### src/rtl/adder_imm_pkg.sv
// Shared constants and address type for the adder_imm block.
package adder_imm_pkg;

  localparam int ADDR_WIDTH       = 32;
  localparam int ADDR_ALIGN_BITS  = 2;

  typedef logic [ADDR_WIDTH-1:0] addr_t;

endpackage

### src/rtl/adder_imm_core.sv
// Combinational target adder: sum, unsigned carry and low-bit alignment flag.
// Alignment logic exists only when ADDER_IMM_ALIGN_CHECK_EN is defined.
module adder_imm_core
  import adder_imm_pkg::*;
#(
  parameter int WIDTH      = ADDR_WIDTH,
  parameter int ALIGN_BITS = ADDR_ALIGN_BITS
) (
  input  logic [WIDTH-1:0] PC,
  input  logic [WIDTH-1:0] immediate_data,
  output logic [WIDTH-1:0] sum,
  output logic             carry,
  output logic             misaligned
);

  if (ALIGN_BITS < 1 || ALIGN_BITS > WIDTH) begin : g_bad_align
    $error("adder_imm_core: ALIGN_BITS must be within 1..WIDTH");
  end

  // One extra bit captures the unsigned carry; signed immediates wrap naturally.
  always_comb begin
    {carry, sum} = {1'b0, PC} + {1'b0, immediate_data};
  end

`ifdef ADDER_IMM_ALIGN_CHECK_EN
  assign misaligned = |sum[ALIGN_BITS-1:0];
`else
  assign misaligned = 1'b0;
`endif

endmodule

### src/rtl/adder_imm.sv
// Branch/jump target adder with registered copies of target and alignment flag.
// Optional alignment check: ADDER_IMM_ALIGN_CHECK_EN.
module adder_imm
  import adder_imm_pkg::*;
#(
  parameter int WIDTH      = ADDR_WIDTH,
  parameter int ALIGN_BITS = ADDR_ALIGN_BITS
) (
  input  logic [WIDTH-1:0] PC,
  input  logic [WIDTH-1:0] immediate_data,
  output logic [WIDTH-1:0] PCTarget,
  input  logic             clk,
  input  logic             rst,
  output logic             carry_out,
  output logic             misaligned,
  output logic [WIDTH-1:0] PCTarget_q,
  output logic             misaligned_q
);

  adder_imm_core #(
    .WIDTH      (WIDTH),
    .ALIGN_BITS (ALIGN_BITS)
  ) u_core (
    .PC             (PC),
    .immediate_data (immediate_data),
    .sum            (PCTarget),
    .carry          (carry_out),
    .misaligned     (misaligned)
  );

  always_ff @(posedge clk or posedge rst) begin
    if (rst) begin
      PCTarget_q <= '0;
    end else begin
      PCTarget_q <= PCTarget;
    end
  end

`ifdef ADDER_IMM_ALIGN_CHECK_EN
  always_ff @(posedge clk or posedge rst) begin
    if (rst) begin
      misaligned_q <= 1'b0;
    end else begin
      misaligned_q <= misaligned;
    end
  end
`else
  assign misaligned_q = 1'b0;
`endif

endmodule

### config.mk
export PLATFORM = sky130hd
export DESIGN_NAME = adder_imm
export DESIGN_NICKNAME = d
export VERILOG_FILES = /design/src/rtl/adder_imm_pkg.sv /design/src/rtl/adder_imm_core.sv /design/src/rtl/adder_imm.sv
export SDC_FILE = /design/constraint.sdc
export NUM_CORES = 1
export LEC_CHECK = 0
export BUFFER_PORTS_ARGS = -buffer_cell sky130_fd_sc_hd__buf_2
export CAP_MARGIN = 20
export CORE_AREA = 2 2 88 73
export DETAILED_ROUTE_END_ITERATION = 12
export DIE_AREA = 0 0 90 75
export GPL_TIMING_DRIVEN = 0
export PLACE_DENSITY = 0.81
export SETUP_SLACK_MARGIN = 0.02
export SKIP_LAST_GASP = 1
export SLEW_MARGIN = 0
export SYNTH_ARGS = -nofsm -noshare
export SYNTH_HDL_FRONTEND = slang
export SYNTH_SLANG_ARGS = --single-unit
### constraint.sdc
create_clock -name clk -period 2.9 [get_ports clk]
set_clock_uncertainty 0.1 [all_clocks]
set_input_delay 0.29 -clock clk [delete_from_list [all_inputs] [get_ports clk]]
set_output_delay 0.29 -clock clk [all_outputs]
set_load 0.1 [all_outputs]
# --- After elaboration in Yosys (flattened, before gate mapping) ---
# Index checks and enable logic that the tools add are counted.
totals:
  latchBits: 0
  ramBits: 0
  out_inout_bits: 67
  n_memories: 0
  wordCells: 2
  in_bits: 66
  rom_bits: 0
  ff_bits: 32
classes:
  n_shift: 0
  div_mod_pow: 0
  bitwise_logic: 0
  reduce_logical: 0
  magnitude_cmp: 0
  add_sub_neg: 1
  eq_ne: 0
  n_mul: 0
  mux: 0
op_table:
  columns: ["cell", "n"]
  rows:
  - ["32-bit by 32-bit adder with 33-bit output", 1]

# --- Depth between registers and ports, before layout ---
logic_depth:
  ltp_word: 1
  depth_mapped: 8
  depth_no_buf: 8

# --- By module ---
# Synthesis repeated with hierarchy kept, for this count alone.
hier_totals:
  cells_unflattened: 309
  area_unflattened_um2: 2753.9
by_module_without_submodules:
  columns: ["module", "area_per_inst_um2", "seq_area_each_um2", "n_inst", "cells_each"]
  rows:
  - ["adder_imm_core", 1938.1, 0.0, 1, 274]
  - ["adder_imm", 815.8, 800.8, 1, 35]

# --- Worst setup path before layout ---
# Ideal clock, no wire load.
synth_timing:
  kind: "input to register"
  startpoint: "in PC[0]"
  endpoint: "reg PCTarget_q[28]"
  path_stages: 8
  t_arrival_ns: 4.346
  setup_slack_ns: -1.928
  setup_ns: 0.382
  path_buffers: 0
  t_required_ns: 2.418
  path_cell_list: "ha_1 fa_1 a211oi_1 o211ai_1 a21oi_1 nor3_1 or2_1 a311oi_1"
synth_via:
  elab_chain_cells: 1
synth_lines:
  columns: ["element", "line_no", "text"]
  rows:
  - ["start, declared", "adder_imm.sv:9", "input logic [WIDTH-1:0] PC,"]
  - ["32-bit by 32-bit adder with 33-bit output", "adder_imm_core.sv:22", "{carry, sum} = {1'b0, PC} + {1'b0, immediate_data};"]
  - ["net PCTarget[28]", "adder_imm.sv:11", "output logic [WIDTH-1:0] PCTarget,"]
  - ["end signal, assigned", "adder_imm.sv:35", "PCTarget_q <= PCTarget;"]
  - ["end, declared", "adder_imm.sv:16", "output logic [WIDTH-1:0] PCTarget_q,"]
# The timed path passes the listed nets, and every way through them passes these cells.

# --- Worst setup path in the final report ---
layout_timing:
  startpoint: "in immediate_data[0]"
  endpoint: "out PCTarget[28]"
layout_via:
  elab_chain_cells: 1
layout_lines:
  columns: ["element", "line_no", "text"]
  rows:
  - ["start, declared", "adder_imm.sv:10", "input logic [WIDTH-1:0] immediate_data,"]
  - ["32-bit by 32-bit adder with 33-bit output", "adder_imm_core.sv:22", null]
  - ["end, declared", "adder_imm.sv:11", null]
# Every way passes these cells.

==> run_results.csv <==
group,metric,value,unit
timing,setup_viol_count_final,7,
critical_path,crit_path_end_kind,"primary output",
layout,diodes,0,
outcome,status,"finished, violations left",
critical_path,cp_max_fo,3,
grt,grt_max_degree,25,
clock_network,cts_tree,"yes",
critical_path,crit_chain,"buf_6 > ha_4 > fa_2 > a211oi_2 > o211ai_1 > a21oi_2 > nor3_4 > or2_4 > a311oi_4 > buf_12",
clock_network,clkTransAtPathRegs,70,ps
timing,hold_slack,126,ps
die,die-height,75,µm
critical_path,critPathBufInv,2,
grt,grt_usage,24.3,%
detailed_routing,viasPerCell,5.74,
power_and_ir_drop,fin_total_pwr,0.00354,W
timing,rsz0062_at_grt,"yes",
timing,slew_viol_final,0,
outcome,violations,"negative setup slack",
layout,final_nets,543,
yosys,syn-cell-area,2710,µm²
layout,drive_gt1_share,52.4,%
detailed_routing,drc,0,
clock_network,numClockSinks,32,
grt,antenna_found_initial,0,
layout,reg.largest.list,"PCTarget_q (32)",
layout,regMostFlops,"PCTarget_q",
power_and_ir_drop,pwr_density_cell,804,nW/µm²
clock_network,cts.htree.levels,2,
timing,slew_headroom,58.7,%
power_and_ir_drop,leakagePower,1.98,nW
layout,area_delta_synth_final,62.3,%
detailed_routing,ant_nets,0,
flow_run,max_cap_violations,0,
clock_network,cts_buffers,5,
power_and_ir_drop,ir_worst_vdd,0.475,mV
die,ios,133,
min_path,min_path_type,"input pin to register",
grt,first_global_vias,2788,
detailed_routing,drt_pre_antenna_iters,5,
timing,max_freq,0.333,GHz
placed_design,dpl.hpwl,6.65,mm
die,initial_utilization,46.6,%
detailed_routing,vias,3020,
critical_path,worst-path-stages,10,
placed_design,dpl_cell_area,3820,µm²
detailed_routing,wl_per_cell,16.6,µm
critical_path,crit_arrival,2610,ps
yosys,async_flop_share,100,%
yosys,synth_cell_types,56,
yosys,synth-main-ff-cell,"dfrtp_1",
grt,grt_first_pass_wirelength,13.1,mm
critical_path,start_kind,"input pin",
timing,finalHoldViolations,0,
die,fp.dieW,90,µm
layout,design_area,4400,µm²
yosys,syn-instance-count,304,
critical_path,worstPathRequired,2510,ps
layout,largest_reg_flops,32,
placed_design,place.gp.congestion,0.867,
layout,layout_common_cells,"buf_2 (110), dfrtp_1 (32), a21oi_1 (23)",
die,core,5820,µm²
placed_design,io_buffers,130,
yosys,ys_ff_latch,32,
layout,final_common_cell,"buf_2",
timing,fin_ws,-101,ps
min_path,hold_depth,2,
timing,finalSetupTns,-385,ps
critical_path,max_stage_delay,370,ps
detailed_routing,routed_wl,8.75,mm
yosys,synth_warnings,0,
timing,max_slew.worst_pin.slew,615,ps
critical_path,crit_type,"input pin to primary output",
yosys,synth-seq-area-share,29.5,%
clock_network,cts_root_buf,"clkbuf_8",
timing,period_share,103,%
critical_path,cp_top_family,"compound AO/OA/AOI/OAI gates",
timing,final.min_clock_period,3000,ps
yosys,synth_edf_count,0,
die,placementRows,25,
critical_path,cp_slowest_cell,"fa_2",
die,die_area,6750,µm²
yosys,avgSynthCellArea,8.91,µm²
grt,grt_overflow_total,0,
detailed_routing,drtIter0Drc,230,
clock_network,cts.path.max_buffers,2,
==> cells in the mapped netlist, types with 2 or more instances <==
master     number  area share, %
dfrtp_1        32             30
ha_1           32             15
a21oi_1        31            5.7
nand2_1        21            2.9
nor2_1         21            2.9
xnor2_1        15            4.8
nand3_1        13            2.4
o21ai_0        13            2.4
a21o_1         12            3.3
xor2_1         12            3.9
inv_1          10            1.4
o211ai_1        9            2.5
clkbuf_1        8            1.1
nor3_1          8            1.5
a211oi_1        7            1.9
a31oi_1         5            1.2
nand4_1         4           0.92
o21a_1          4            1.1
a211o_1         3           0.97
and2_1          3           0.69
o221ai_1        3           0.97
buf_4           2           0.55
nand2b_1        2           0.46
o2111ai_1       2           0.65
==> what timing repair did <==
item | in CTS | in global routing
endpoints found under the hold margin | 8 | 0
hold buffers | 1 | 0
setup buffers | 2 | 7
resized for setup | 46 | 52
setup endpoints to repair | 16 | 20
pin swaps | 9 | 19
==> power by group <==
part / internal [W] / switching, W / total, W / leakage [nW]
clock network: 0.000193 / 0.000184 / 0.000377 / 0.0445
logic: 0.000582 / 0.00202 / 0.00260 / 1.56
registers: 0.000541 / 0.0000211 / 0.000562 / 0.375
total: 0.00132 / 0.00222 / 0.00354 / 1.98
==> layer usage <==
layer	up-vias	GRT usage [%]	wire [µm]
met4	0	8.21	164
met1	1405	32.6	3650
met5	-	0	0
li1	1416	-	-
met3	19	4.00	755
met2	180	41.1	4180
==> area by class of cell <==
| class | instances | area (µm²) |
|---|---|---|
| multi-input cells | 252 | 2430 |
| flip-flops and latches | 32 | 801 |
| inverters | 10 | 37.5 |
| fillers | 417 | 1420 |
| repair buffers | 141 | 923 |
| plain buffers | 2 | 15.0 |
| clock inverters | 1 | 7.51 |
| well taps | 81 | 101 |
| clock buffers | 7 | 86.3 |
==> logic make-up after synthesis <==
group	Yosys count	share of synthesized area (%)
DFF	32	29.5
muxes	2	0.785
adders and majority gates	33	15.5
xor gates and xnor gates	27	8.73
buffers and inverters	21	3.23
and+or+nand+nor	81	14.5
AOI/OAI and AO/OA	107	27.6
other	1	0.138
==> stage by stage <==
stage	instances	utilization [%]	worst slack (ps)
detailed placement	517	65.7	-351
floorplan	305	-	-239
finish	526	75.6	-101
CTS	521	70.2	-85.5
global route	526	75.6	-177
global placement	516	65.2	-334
==> final timing paths <==
| path | endpoint | slack [ps] | from |
|---|---|---|---|
| setup / recovery | PCTarget[28] | -100 | immediate_data[0] |
| max in group asynchronous | PCTarget_q[9] | 1710 | rst |
| min in group asynchronous | PCTarget_q[18] | 480 | rst |
| hold / removal | PCTarget_q[0] | 130 | PC[0] |
No activity file was read; power rests on OpenSTA's default activity.
